**config.mk**
```make
export PLATFORM = sky130hd
export DESIGN_NAME = ram_array_ctrl
export DESIGN_NICKNAME = d
export VERILOG_FILES = /design/src/rtl/ram_array_ctrl.sv
export SDC_FILE = /design/constraint.sdc
export NUM_CORES = 1
export LEC_CHECK = 0
export ABC_AREA = 1
export CORE_MARGIN = 4
export CORE_UTILIZATION = 40
export DETAILED_ROUTE_END_ITERATION = 10
export MAX_ROUTING_LAYER = met4
export PLACE_DENSITY = 0.62
export SLEW_MARGIN = 20
export SYNTH_ARGS = -nofsm -noshare
export SYNTH_HDL_FRONTEND = slang
export SYNTH_SLANG_ARGS = --single-unit
```
**constraint.sdc**
```tcl
create_clock -name clk -period 1.6 [get_ports clk]
set_clock_uncertainty 0.05 [all_clocks]
set_input_delay 0.32 -clock clk [delete_from_list [all_inputs] [get_ports clk]]
set_output_delay 0.32 -clock clk [all_outputs]
set_load 0.1 [all_outputs]
```
**src/rtl/ram_array_ctrl.sv**
```systemverilog
// ram_array_ctrl
//   Synchronous single-port RAM array with a self-initialisation sweep,
//   a registered read port and a req/dat_valid handshake.
//   After reset (or a clr pulse) word i is loaded with INIT_VAL + i, one
//   word per cycle; busy is high for the DEPTH cycles of the sweep and
//   requests arriving then are dropped.
//
//   Optional feature (macro RAM_PARITY_CHK_EN): each word keeps an extra
//   even-parity bit; reads report a stored/computed mismatch on parity_err.
//   Without the macro parity_err is tied to 0.
//
// Ports
//   clk        in   system clock, rising edge
//   rst_n      in   asynchronous active-low reset
//   clr        in   synchronous pulse, restarts the init sweep
//   req        in   access request, sampled when busy=0
//   we         in   1=write, 0=read (qualified by req)
//   addr       in   word address
//   datin      in   write data
//   busy       out  high during the init sweep
//   datout     out  registered read data, holds between reads
//   dat_valid  out  one-cycle pulse, datout valid
//   parity_err out  read parity mismatch, pulses with dat_valid
module ram_array_ctrl #(
    parameter int unsigned DATA_W   = 8,
    parameter int unsigned ADDR_W   = 3,
    parameter logic [31:0] INIT_VAL = 32'h90
) (
    input  logic              clk,
    input  logic              rst_n,
    input  logic              clr,
    input  logic              req,
    input  logic              we,
    input  logic [ADDR_W-1:0] addr,
    input  logic [DATA_W-1:0] datin,
    output logic              busy,
    output logic [DATA_W-1:0] datout,
    output logic              dat_valid,
    output logic              parity_err
);

    localparam int unsigned       DEPTH  = 1 << ADDR_W;
    localparam logic [DATA_W-1:0] INIT_W = INIT_VAL[DATA_W-1:0];

    typedef enum logic {
        ST_INIT,
        ST_IDLE
    } state_t;

    state_t            state_q, state_d;
    logic [ADDR_W-1:0] cnt_q, cnt_d;
    logic              busy_q, busy_d;
    logic [DATA_W-1:0] datout_q, datout_d;
    logic              dat_valid_q, dat_valid_d;

    logic [DATA_W-1:0] mem [DEPTH];

    // Single write port shared by the init sweep and user writes.
    logic              mem_we;
    logic [ADDR_W-1:0] mem_waddr;
    logic [DATA_W-1:0] mem_wdata;

`ifdef RAM_PARITY_CHK_EN
    logic [DEPTH-1:0]  par_mem;
    logic              parity_err_q, parity_err_d;
`endif

    always_comb begin
        state_d     = state_q;
        cnt_d       = cnt_q;
        busy_d      = busy_q;
        datout_d    = datout_q;
        dat_valid_d = 1'b0;
        mem_we      = 1'b0;
        mem_waddr   = addr;
        mem_wdata   = datin;
`ifdef RAM_PARITY_CHK_EN
        parity_err_d = 1'b0;
`endif
        if (clr) begin
            // clr wins over everything, including a same-cycle request.
            state_d = ST_INIT;
            cnt_d   = '0;
            busy_d  = 1'b1;
        end else begin
            case (state_q)
                ST_INIT: begin
                    mem_we    = 1'b1;
                    mem_waddr = cnt_q;
                    mem_wdata = INIT_W + DATA_W'(cnt_q);
                    cnt_d     = cnt_q + 1'b1;
                    if (cnt_q == '1) begin
                        state_d = ST_IDLE;
                        busy_d  = 1'b0;
                    end
                end
                ST_IDLE: begin
                    if (req) begin
                        if (we) begin
                            mem_we = 1'b1;
                        end else begin
                            datout_d    = mem[addr];
                            dat_valid_d = 1'b1;
`ifdef RAM_PARITY_CHK_EN
                            parity_err_d = par_mem[addr] ^ (^mem[addr]);
`endif
                        end
                    end
                end
                default: begin
                    state_d = ST_INIT;
                    cnt_d   = '0;
                    busy_d  = 1'b1;
                end
            endcase
        end
    end

    always_ff @(posedge clk or negedge rst_n) begin
        if (!rst_n) begin
            state_q     <= ST_INIT;
            cnt_q       <= '0;
            busy_q      <= 1'b1;
            datout_q    <= '0;
            dat_valid_q <= 1'b0;
`ifdef RAM_PARITY_CHK_EN
            parity_err_q <= 1'b0;
`endif
        end else begin
            state_q     <= state_d;
            cnt_q       <= cnt_d;
            busy_q      <= busy_d;
            datout_q    <= datout_d;
            dat_valid_q <= dat_valid_d;
`ifdef RAM_PARITY_CHK_EN
            parity_err_q <= parity_err_d;
`endif
        end
    end

    // Storage is not reset; contents are defined once the sweep completes.
    always_ff @(posedge clk) begin
        if (mem_we) begin
            mem[mem_waddr] <= mem_wdata;
        end
    end

`ifdef RAM_PARITY_CHK_EN
    always_ff @(posedge clk) begin
        if (mem_we) begin
            par_mem[mem_waddr] <= ^mem_wdata;
        end
    end
    assign parity_err = parity_err_q;
`else
    assign parity_err = 1'b0;
`endif

    assign busy      = busy_q;
    assign datout    = datout_q;
    assign dat_valid = dat_valid_q;

endmodule

```
=== Word-level counts from Yosys, hierarchy flattened ===
Memories as Yosys holds them, arrays and structs flattened. A register that Yosys moved wholly into a read port is not among the register bits.
Index checks and enable logic that the tools add are counted.

* Flip-flop bits (word level): 6
* Memory bits (writable): 64
* Input bits: 16
* Output and inout bits: 11
* Word-level logic and storage cells: 38
* Memories: 1

* Add/subtract/negate cells: 2
* Eq/ne operators: 2
* Multiplexer cells: 22
* Bitwise logic cells: 3
* Reductions and logical operators: 4

{| class="wikitable"
|+ Memory list
! memory !! words !! width !! rd ports !! clocked after memory_dff !! wr ports !! line !! source
|-
| mem || 8 || 8 || 1 || 1 || 1 || 56 || <nowiki>logic [DATA_W-1:0] mem [DEPTH];</nowiki>
|}

{| class="wikitable"
|+ Operators with widths
! cell !! number
|-
| 2-to-1 mux 8 bit || 2
|-
| 2-to-1 mux 1 bit || 15
|-
| 2-to-1 mux 3 bit || 4
|-
| adder 8 x 3 -> 8 bit, first input constant || 1
|-
| AND reduction 4 bit || 1
|-
| adder 3 x 1 -> 3 bit, second input constant || 1
|-
| equality test 3 bit, second input constant || 1
|-
| NOT 1 bit || 3
|-
| inequality test 2 bit, second input constant || 1
|-
| one-hot mux 1 bit (2 select lines) || 1
|-
| AND reduction 2 bit || 1
|-
| nonzero test 2 bit || 1
|-
| logical NOT 1 bit || 1
|}

=== Longest topological paths before layout ===
Gate-level depths: netlist (run 1).

* Depth after elaboration: 6
* Depth in mapped cells: 9
* Mapped depth without buffers: 7

=== Worst setup path before layout (run 1) ===
OpenSTA, ideal clock, no wires.

* Path type: flip-flop to flip-flop
* From: register state_q
* To: memory mem[0][0], enable pin
* Library setup time: 370 ps
* Arrival time: 1,359 ps
* Required time: 1,180 ps
* Slack: -180 ps
* Cell stages (with the launch flop): 8
* Buffers on the path: 0
* Clock period less this slack: 1,780 ps
* Cell sequence: dfrtp_1 nor2_2 inv_2 nor2_4 inv_2 o21ai_2 nand2_2 nor2_1

* Cells in the longest elaborated chain, start to end: 5
* Elaborated cells between the ends (all ways): 7
* Those cells by class: 6 x mux; 1 x bitwise

{| class="wikitable"
|+ Ends and longest elaborated chain
! item !! line !! source
|-
| start: declaration || 50 || <nowiki>state_t state_q, state_d;</nowiki>
|-
| start signal: assignment || 130 || <nowiki>state_q <= state_d;</nowiki>
|-
| NOT 1 bit || - ||
|-
| one-hot mux 1 bit (2 select lines) || 86 || <nowiki>case (state_q)</nowiki>
|-
| 2-to-1 mux 1 bit || 80 || <nowiki>if (clr) begin</nowiki>
|-
| 2-to-1 mux 1 bit || 143 || <nowiki>if (mem_we) begin</nowiki>
|-
| 2-to-1 mux 1 bit (implied by the code) || 144 || <nowiki>mem[mem_waddr] <= mem_wdata;</nowiki>
|-
| end: declaration || 56 ||
|}

Parallel ways exist; a longest one is shown, timed or not.

=== Worst setup path in the final report (run 1) ===
* From: register state_q
* To: memory mem[2][5], enable pin

The elaborated chain is that of the path after synthesis.

==> impl_metrics.toml, run 1 <==
[yosys]
yosys.area.top_type_share = 0.557
async_reset_ff_frac = 0.179
yosys_warnings = 0
ys_ff_latch = 78
synth_top_area_cell = "edfxtp_1"
synth-edff-count = 64
synthXorXnorAreaFrac = 0
yosysSeqAreaShare = 0.659
syn_inst = 348
synth_cell_types = 23
syn_area_mm2 = 0.00345
avgSynthCellArea_um2 = 9.92
synth_area_leaders = "edfxtp_1, nand2_1, dfrtp_1"
synthMuxAreaShare = 0
synth-compound-area-share = 0.0105
synth-simple-area-share = 0.230
synthTopCellsByCount = "nand2_1, edfxtp_1, inv_1"
synth_top_family_by_area = "simple AND/OR/NAND/NOR gates"
yosys.cell_count.top_type = "nand2_1"
syn_nets = 366
synth_fa_ha_area_frac = 0.00725
synth_flop_cell = "edfxtp_1"

[worst_setup_path]
required_ns = 1.62
end_kind = "flip-flop"
cp_common_cell = "nor2_4"
crit_arrival_ns = 1.70
slowest_stage = "dfrtp_1"
max_stage_delay_ns = 0.42
start_kind = "flip-flop"
crit_fanout = 8
cp_cell_sequence = "nor2_4 > inv_4 > nor2_4 > inv_2 > o21ai_4 > nand2_4 > nor2_2 > buf_12"
crit_type = "flip-flop to flip-flop"

[worst_hold_path]
min_path_type = "input pin to asynchronous set/reset pin"

[global_route]
globalRouteOverflowTotal = 0
grt_pass1_vias = 2608
grt_pass1_wl_um = 12900
track_usage = 0.177
grt_max_degree = 24
antenna_found_initial = 0

[run_status]
violations = "setup timing"
status = "complete, but fails checks"

[sta]
tns_ns = -3.48
timing_max_transition_violations_final = 0
setup_ws_ns = -0.0837
min_period_ns = 1.68
hold_viol = 0
rsz0062_at_grt = "true"
finalSetupViolations = 71
fmax_ghz = 0.594
fin_crit_sh = 1.05

[power_and_ir_drop]
p_sw_w = 0.00107
p_comb_frac = 0.125
p_leak_nw = 2.07
p_seq_frac = 0.517
switching_share = 0.240
vdd_ir_drop_max_mv = 0.519
power_frac_clock = 0.358
p_per_area_mw_per_mm2 = 967
internal_power_w = 0.00338
power_w = 0.00445

[floorplanning]
io_pins = 27
fp.dieH_um = 101
dieArea_mm2 = 0.0102
std_cell_rows = 33
initial_core_util = 0.416
core_area_mm2 = 0.00830
fp.dieW_um = 101

[clock_network]
cts_made_buffers = 9
cts_tree = "built"
clkSinkCount = 78
clock-root-buffer = "clkbuf_8"
worstSkewPairLatency_ns = 0.35
htree_levels = 3
clk_pin_slew_ns = 0.08
cts_buffer_depth = 2

[detailed_routing]
drt.antenna.violating_nets = 0
wire_per_inst_um = 15.4
routed-via-count = 2561
via_per_inst = 4.89
dr.pass1.iters = 6
drt_wl_total_um = 8080
drt_iter0_drc = 188
drc = 0

[final_layout]
drive_gt1_frac = 0.255
stdcell_area_mm2 = 0.00460
final_util = 0.555
finalNonFillerCells = 524
nNetsFinal = 432
area_growth_pct = 33.3
insertedDiodeCount = 0

[run]
cap_violations = 0

[placed_design]
dp_hpwl_um = 5720
dp_cells = 504
post_dp_cell_area_mm2 = 0.00422
place_congestion = 0.881
portBuffers = 25
## stage by stage
step | hold slack [ns] | setup WS, ns
floorplan | -0.0256 | -0.0713
global placement | 0.455 | -0.574
detailed placement | 0.459 | -0.657
CTS | 0.218 | -0.0873
global route | 0.232 | -0.136
finish | 0.226 | -0.0837
## logic make-up after synthesis
| logic type | Yosys count |
|---|---|
| adder cells (fa/ha/maj) | 2 |
| flip-flops | 78 |
| other | 1 |
| AND/OR/NAND/NOR | 186 |
| buffers and inverters | 75 |
| AO/OA/AOI/OAI | 6 |
## routing by layer
layer / GRT usage / vias up / routed length, um / part of all wire
li1: - / 1233 / - / -
met1: 0.214 / 1219 / 3240 / 0.40
met2: 0.286 / 88 / 4040 / 0.50
met3: 0.0339 / 21 / 496 / 0.061
met4: 0.0849 / 0 / 306 / 0.038
met5: - / - / 0 / 0
## worst max-delay path: cells and delay by family (launching register included)
kind	cells	cell delay [ns]
DFF	1	0.42
and+or+nand+nor	4	0.57
buffers and inverters	3	0.29
AOI/OAI and AO/OA	1	0.07
## sequential cells by signal, summed over array words and instances (netlist names)
signal,cells
busy,1
mem,64
dat_valid,1
datout,8
state_q,1
cnt_q,3
## final cells by class
| class | instances | area, um2 |
|---|---|---|
| tap | 105 | 131 |
| inverter | 62 | 238 |
| sequential | 78 | 2270 |
| clock buffer | 14 | 215 |
| clock inverter | 2 | 15.0 |
| timing repair buffer | 68 | 756 |
| fill | 716 | 3700 |
| multi-input combinational | 195 | 973 |
## power groups by stage
stage	sequential, W	clock, W	combinational (W)
after floorplan	0.00238	0	0.000237
after global placement	0.00235	0	0.000495
after detailed placement	0.00235	0	0.000505
after CTS	0.00230	0.00163	0.000535
after global routing	0.00231	0.00174	0.000601
final	0.00230	0.00159	0.000556
## placed cells by master, fill, tap and decap left out, drive strengths merged
cell type        n
nand2          116
edfxtp          64
inv             64
buf             53
nand3           51
nor2            16
clkdlybuf4s50   14
clkbuf          14
dfrtp           13
o21ai            3
or2              2
a21oi            2
ha               2
o31ai            1
nor3             1
conb             1
dfstp            1
dlygate4sd2      1
## worst paths after layout
kind	startpoint	to	slack [ns]	cells past startpoint
worst min register to register	busy	busy	0.47	2
min in group clk	busy	busy	0.47	2
worst max register to register	state_q	mem[2][5]	-0.08	8
max in group asynchronous	rst_n	busy	1.04	2
worst max-delay path	state_q	mem[2][5]	-0.08	8
worst min-delay path	rst_n	datout[3]	0.23	2
## repair_timing
item / in CTS / in global routing
endpoints found under the setup margin: 71 / 64
gates resized for setup: 23 / 13
pin swaps: 8 / 7
hold buffers: 0 / 0
buffers inserted: 3 / 1
Power figures use the tool's default switching activity.
==> run 2, diff against run 1 <==
Settings changed: ABC_AREA 1 to 0, GPL_TIMING_DRIVEN set to 0.
==> impl_metrics.toml, run 2 <==
[run]
cap_violations = 0

[yosys]
yosysSeqAreaShare = 0.700
avgSynthCellArea_um2 = 15.8
yosys_warnings = 0
yosys.cell_count.top_type = "edfxtp_1"
syn_nets = 223
synth-edff-count = 64
synthTopCellsByCount = "edfxtp_1, mux2_2, mux2i_1"
synth_flop_cell = "edfxtp_1"
syn_inst = 205
yosys.area.top_type_share = 0.592
async_reset_ff_frac = 0.179
synth_top_area_cell = "edfxtp_1"
syn_area_mm2 = 0.00325
ys_ff_latch = 78
synth_area_leaders = "edfxtp_1, dfrtp_1, mux2_2"
synth_cell_types = 33

[worst_hold_path]
min_path_type = "input pin to asynchronous set/reset pin"

[worst_setup_path]
reg2reg_depth = 5
crit_type = "flip-flop to flip-flop"
regToRegSetupSlack_ns = -0.03
crit_arrival_ns = 1.63
end_kind = "flip-flop"
crit_fanout = 8
required_ns = 1.61
r2r_start = "state_q"
start_kind = "flip-flop"
r2r-end = "mem[1][5]"

[power_and_ir_drop]
p_per_area_mw_per_mm2 = 1040
vdd_ir_drop_max_mv = 0.607
p_leak_nw = 1.51

[floorplanning]
dieArea_mm2 = 0.00962
io_pins = 27
fp.dieW_um = 98.1
std_cell_rows = 32
initial_core_util = 0.416
fp.dieH_um = 98.1
core_area_mm2 = 0.00781

[sta]
finalSetupViolations = 24
worst_pin_slew_ns = 0.727
rsz0062_at_grt = "true"
timing_max_transition_violations_final = 0
maxSlewHeadroom = 0.514
fin_crit_sh = 1.02
setup_ws_ns = -0.0257
min_period_ns = 1.63
hold_viol = 0
fmax_ghz = 0.615

[final_layout]
area_growth_pct = 27.3
insertedDiodeCount = 0
final_util = 0.529
ff_latch_area_mm2 = 0.00228
multi_input_area_mm2 = 0.00105
nNetsFinal = 268
largest_register_ffs = 64
drive_gt1_frac = 0.369
regMostFlops = "mem"
fillers = 647
finalNonFillerCells = 357
layout_commonest_cell = "edfxtp_1"
layout_common_cells = "edfxtp_1, mux2_2, mux2i_1"

[placed_design]
dp_cells = 331
dp_hpwl_um = 4380
place_congestion = 0.747
portBuffers = 24

[clock_network]
cts_tree = "built"
cts_buffer_depth = 2
cts_hold_buf = 0
clkSinkCount = 78
htree_levels = 3
clock-root-buffer = "clkbuf_8"
clk_pin_slew_ns = 0.08
worstSkewPairLatency_ns = 0.33
cts_made_buffers = 9

[global_route]
globalRouteOverflowTotal = 0
track_usage = 0.150
antenna_found_initial = 0
grt_pass1_vias = 1965
grt_max_degree = 15
grt_pass1_wl_um = 10600

[detailed_routing]
drt.antenna.violating_nets = 0
drc = 0
via_per_inst = 5.23
drt_wl_total_um = 6800
routed-via-count = 1866
drt_iter0_drc = 83
dr.pass1.iters = 6
wire_per_inst_um = 19.1

[run_status]
status = "complete, but fails checks"
violations = "setup timing"
-- run 2: changes by cell type after synthesis, sizes merged, moves of 6 or more --
cell	before	now
mux2i	0	18
inv	62	1
o31ai	1	8
a22o	0	8
nand3	51	0
o22ai	0	8
mux2	0	21
nand2b	0	6
nand2	116	10
-- run 2: layer usage --
layer | vias to the layer above | part of all wire | track usage
met1 | 956 | 0.44 | 0.193
li1 | 864 | - | -
met4 | 0 | 0.016 | 0.0596
met2 | 36 | 0.51 | 0.236
met5 | - | 0 | -
met3 | 10 | 0.035 | 0.0279
-- run 2: logic make-up after synthesis --
group / after synthesis / share of synthesized area
AO/OA/AOI/OAI: 29 / 0.0671
XOR/XNOR: 1 / 0.00270
adder cells (fa/ha/maj): 2 / 0.00771
buffers and inverters: 13 / 0.0285
flip-flops: 78 / 0.700
multiplexers: 39 / 0.128
other: 1 / 0.00115
AND/OR/NAND/NOR: 42 / 0.0644
-- run 2: what timing repair did --
| item | in CTS | in global routing |
|---|---|---|
| pin swaps | 9 | 4 |
| buffers inserted | 8 | 5 |
| endpoints found under the setup margin | 107 | 62 |
| gates resized for setup | 86 | 7 |
-- run 2: critical path: stages, from the launching register on --
cell and delay, ns:
dfrtp_2 0.46, buf_8 0.16, nand2b_4 0.14, a21o_4 0.26, nor2_4 0.14, buf_12 0.14
-- run 2: cell type report --
cell class                      instances  area share
Inverter                                1    0.000908
Clock inverter                          6      0.0154
Buffer                                  9      0.0233
Clock buffer                           10      0.0309
Timing Repair Buffer                   37      0.0936
Tap cell                              102      0.0309
Multi-Input combinational cell        114       0.254
Sequential cell                        78       0.551
-- run 2: power by group --
part,internal [W],switching (W)
Combinational,0.000209,0.000363
Clock,0.000718,0.000682
Sequential,0.00229,0.0000356
Total,0.00321,0.00108
-- run 2: metrics by stage --
stage	TNS, ns	area [um2]	hold WS (ns)	power, W	setup slack, ns
2_1_floorplan	-1.90	3270	-0.0256	0.00270	-0.0545
6_report	-0.369	4130	0.364	0.00429	-0.0257
3_5_place_dp	-76.91	3640	0.418	0.00287	-0.883
3_3_place_gp	-74.78	3640	0.410	0.00286	-0.893
5_1_grt	-1.84	4130	0.421	0.00448	-0.0721
4_1_cts	-0.174	4070	0.394	0.00433	-0.00876
-- run 2: how the worst max path moves through the flow --
| stage | startpoint | end | slack, ns | cells after the start |
|---|---|---|---|---|
| 2_1_floorplan | clr | mem[4][0] | -0.05 | 4 |
| 3_3_place_gp | addr[1] | mem[0][7] | -0.89 | 4 |
| 3_5_place_dp | addr[1] | mem[0][7] | -0.88 | 4 |
| 4_1_cts | state_q | mem[7][3] | -0.009 | 5 |
| 5_1_grt | state_q | mem[0][6] | -0.07 | 5 |
| 6_report | state_q | mem[1][5] | -0.03 | 5 |
==> run 3, diff against run 2 <==
--- a/config.mk
+++ b/config.mk
@@ -9,4 +9,5 @@
 export CORE_MARGIN = 4
 export CORE_UTILIZATION = 40
+export CTS_CLUSTER_DIAMETER = 80
 export DETAILED_ROUTE_END_ITERATION = 10
 export GPL_TIMING_DRIVEN = 0
--- a/constraint.sdc
+++ b/constraint.sdc
@@ -3,3 +3,3 @@
 set_input_delay 0.32 -clock clk [delete_from_list [all_inputs] [get_ports clk]]
 set_output_delay 0.32 -clock clk [all_outputs]
-set_load 0.1 [all_outputs]
+set_load 0.005 [all_outputs]
==> impl_metrics.toml, run 3 (same netlist as run 2, synthesis figures left out) <==
[global_route]
grt_pass1_vias = 1984
grt_pass1_wl_um = 10800
globalRouteOverflowTotal = 0
antenna_found_initial = 0
track_usage = 0.152
grt_max_degree = 15

[detailed_routing]
drt.antenna.violating_nets = 0
drt_wl_total_um = 6870
dr.pass1.iters = 4
routed-via-count = 1853
drc = 0
drt_iter0_drc = 57
wire_per_inst_um = 19.2
via_per_inst = 5.18

[worst_hold_path]
min_path_type = "input pin to asynchronous set/reset pin"

[worst_setup_path]
crit_type = "flip-flop to flip-flop"
crit_fanout = 8
r2r-end = "mem[1][5]"
required_ns = 1.60
crit_arrival_ns = 1.65
regToRegSetupSlack_ns = -0.05
start_kind = "flip-flop"
end_kind = "flip-flop"
reg2reg_depth = 5
r2r_start = "state_q"

[final_layout]
area_growth_pct = 29.7
insertedDiodeCount = 0
finalNonFillerCells = 358
layout_common_cells = "edfxtp_1, mux2_2, mux2i_1"
nNetsFinal = 269
regMostFlops = "mem"
largest_register_ffs = 64
layout_commonest_cell = "edfxtp_1"
final_util = 0.540
drive_gt1_frac = 0.324

[floorplanning]
initial_core_util = 0.416
fp.dieH_um = 98.1
std_cell_rows = 32
dieArea_mm2 = 0.00962
fp.dieW_um = 98.1
io_pins = 27
core_area_mm2 = 0.00781

[run_status]
status = "complete, but fails checks"
violations = "setup timing"

[clock_network]
htree_levels = 3
cts_tree = "built"
clkSinkCount = 78
clock-root-buffer = "clkbuf_8"
worstSkewPairLatency_ns = 0.33
clk_pin_slew_ns = 0.08
cts_made_buffers = 9
cts_buffer_depth = 2
cts_hold_buf = 0

[power_and_ir_drop]
p_leak_nw = 1.60
vdd_ir_drop_max_mv = 0.604
power_w = 0.00419
p_per_area_mw_per_mm2 = 995

[placed_design]
portBuffers = 24
dp_hpwl_um = 4380
place_congestion = 0.747
dp_cells = 331

[sta]
min_period_ns = 1.65
worst_pin_slew_ns = 0.742
rsz0062_at_grt = "true"
fmax_ghz = 0.607
fin_crit_sh = 1.03
timing_max_transition_violations_final = 0
hold_viol = 0
finalSetupViolations = 64
maxSlewHeadroom = 0.504
setup_ws_ns = -0.0486

[run]
cap_violations = 0
## run 3: changes by cell type in the layout (fill, tap and decap cells not counted), moves of 2 or more
| cell | change |
|---|---|
| dlymetal6s2s_1 | +5 |
| buf_2 | -9 |
| dfrtp_1 | +2 |
| dfrtp_2 | -2 |
| clkdlybuf4s50_1 | +4 |
| buf_6 | +2 |
## run 3: cell type report
class	instances	area, um2
Tap cell	102	128
Clock buffer	10	128
Buffer	9	92.6
Inverter	1	3.75
Clock inverter	6	63.8
Fill cell	637	3590
Sequential cell	78	2270
Timing Repair Buffer	38	457
Multi-Input combinational cell	114	1070
## run 3: how the worst max path moves through the flow
stage                            to  cells past startpoint    start  slack (ns)
after floorplan           mem[4][0]                      4      clr       -0.05
after global placement    mem[0][7]                      4  addr[1]       -0.89
after detailed placement  mem[0][7]                      4  addr[1]       -0.88
after CTS                 datout[5]                      4       we       -0.08
after global routing      mem[5][1]                      5  state_q       -0.07
final                     mem[1][5]                      5  state_q       -0.05
## run 3: where the power goes
group | switching (W) | internal [W]
Clock | 0.000687 | 0.000718
Combinational | 0.000239 | 0.000227
Sequential | 0.0000355 | 0.00229
## run 3: repair_timing
item | 4_1_cts | 5_1_grt
buffers inserted | 11 | 4
pin swaps | 10 | 3
gates resized for setup | 37 | 12
setup endpoints to repair | 98 | 77
## run 3: per-stage QoR
| stage | area, um2 | setup TNS, ns | setup slack, ns | hold slack (ns) |
|---|---|---|---|---|
| after CTS | 4140 | -0.452 | -0.0800 | 0.394 |
| after floorplan | 3270 | -1.90 | -0.0545 | -0.0256 |
| final | 4210 | -1.43 | -0.0486 | 0.372 |
| after global placement | 3640 | -72.31 | -0.893 | 0.410 |
| after detailed placement | 3640 | -74.42 | -0.883 | 0.418 |
| after global routing | 4210 | -3.83 | -0.0741 | 0.415 |
## run 3: metal layers
metal  share of wire  wire [um]  track usage  vias to the layer above
li1                -          -            -                      870
met1            0.44       3050        0.197                      948
met2            0.51       3490        0.240                       29
met3           0.033        229       0.0271                        6
met4           0.013         87       0.0596                        0
met5               0          0            -                        -
## run 3: worst max-delay path: stages (launching register included)
cell and delay [ns]:
dfrtp_1 0.44, buf_6 0.17, nor4_4 0.32, a21oi_4 0.09
nor2_4 0.15, buf_12 0.14
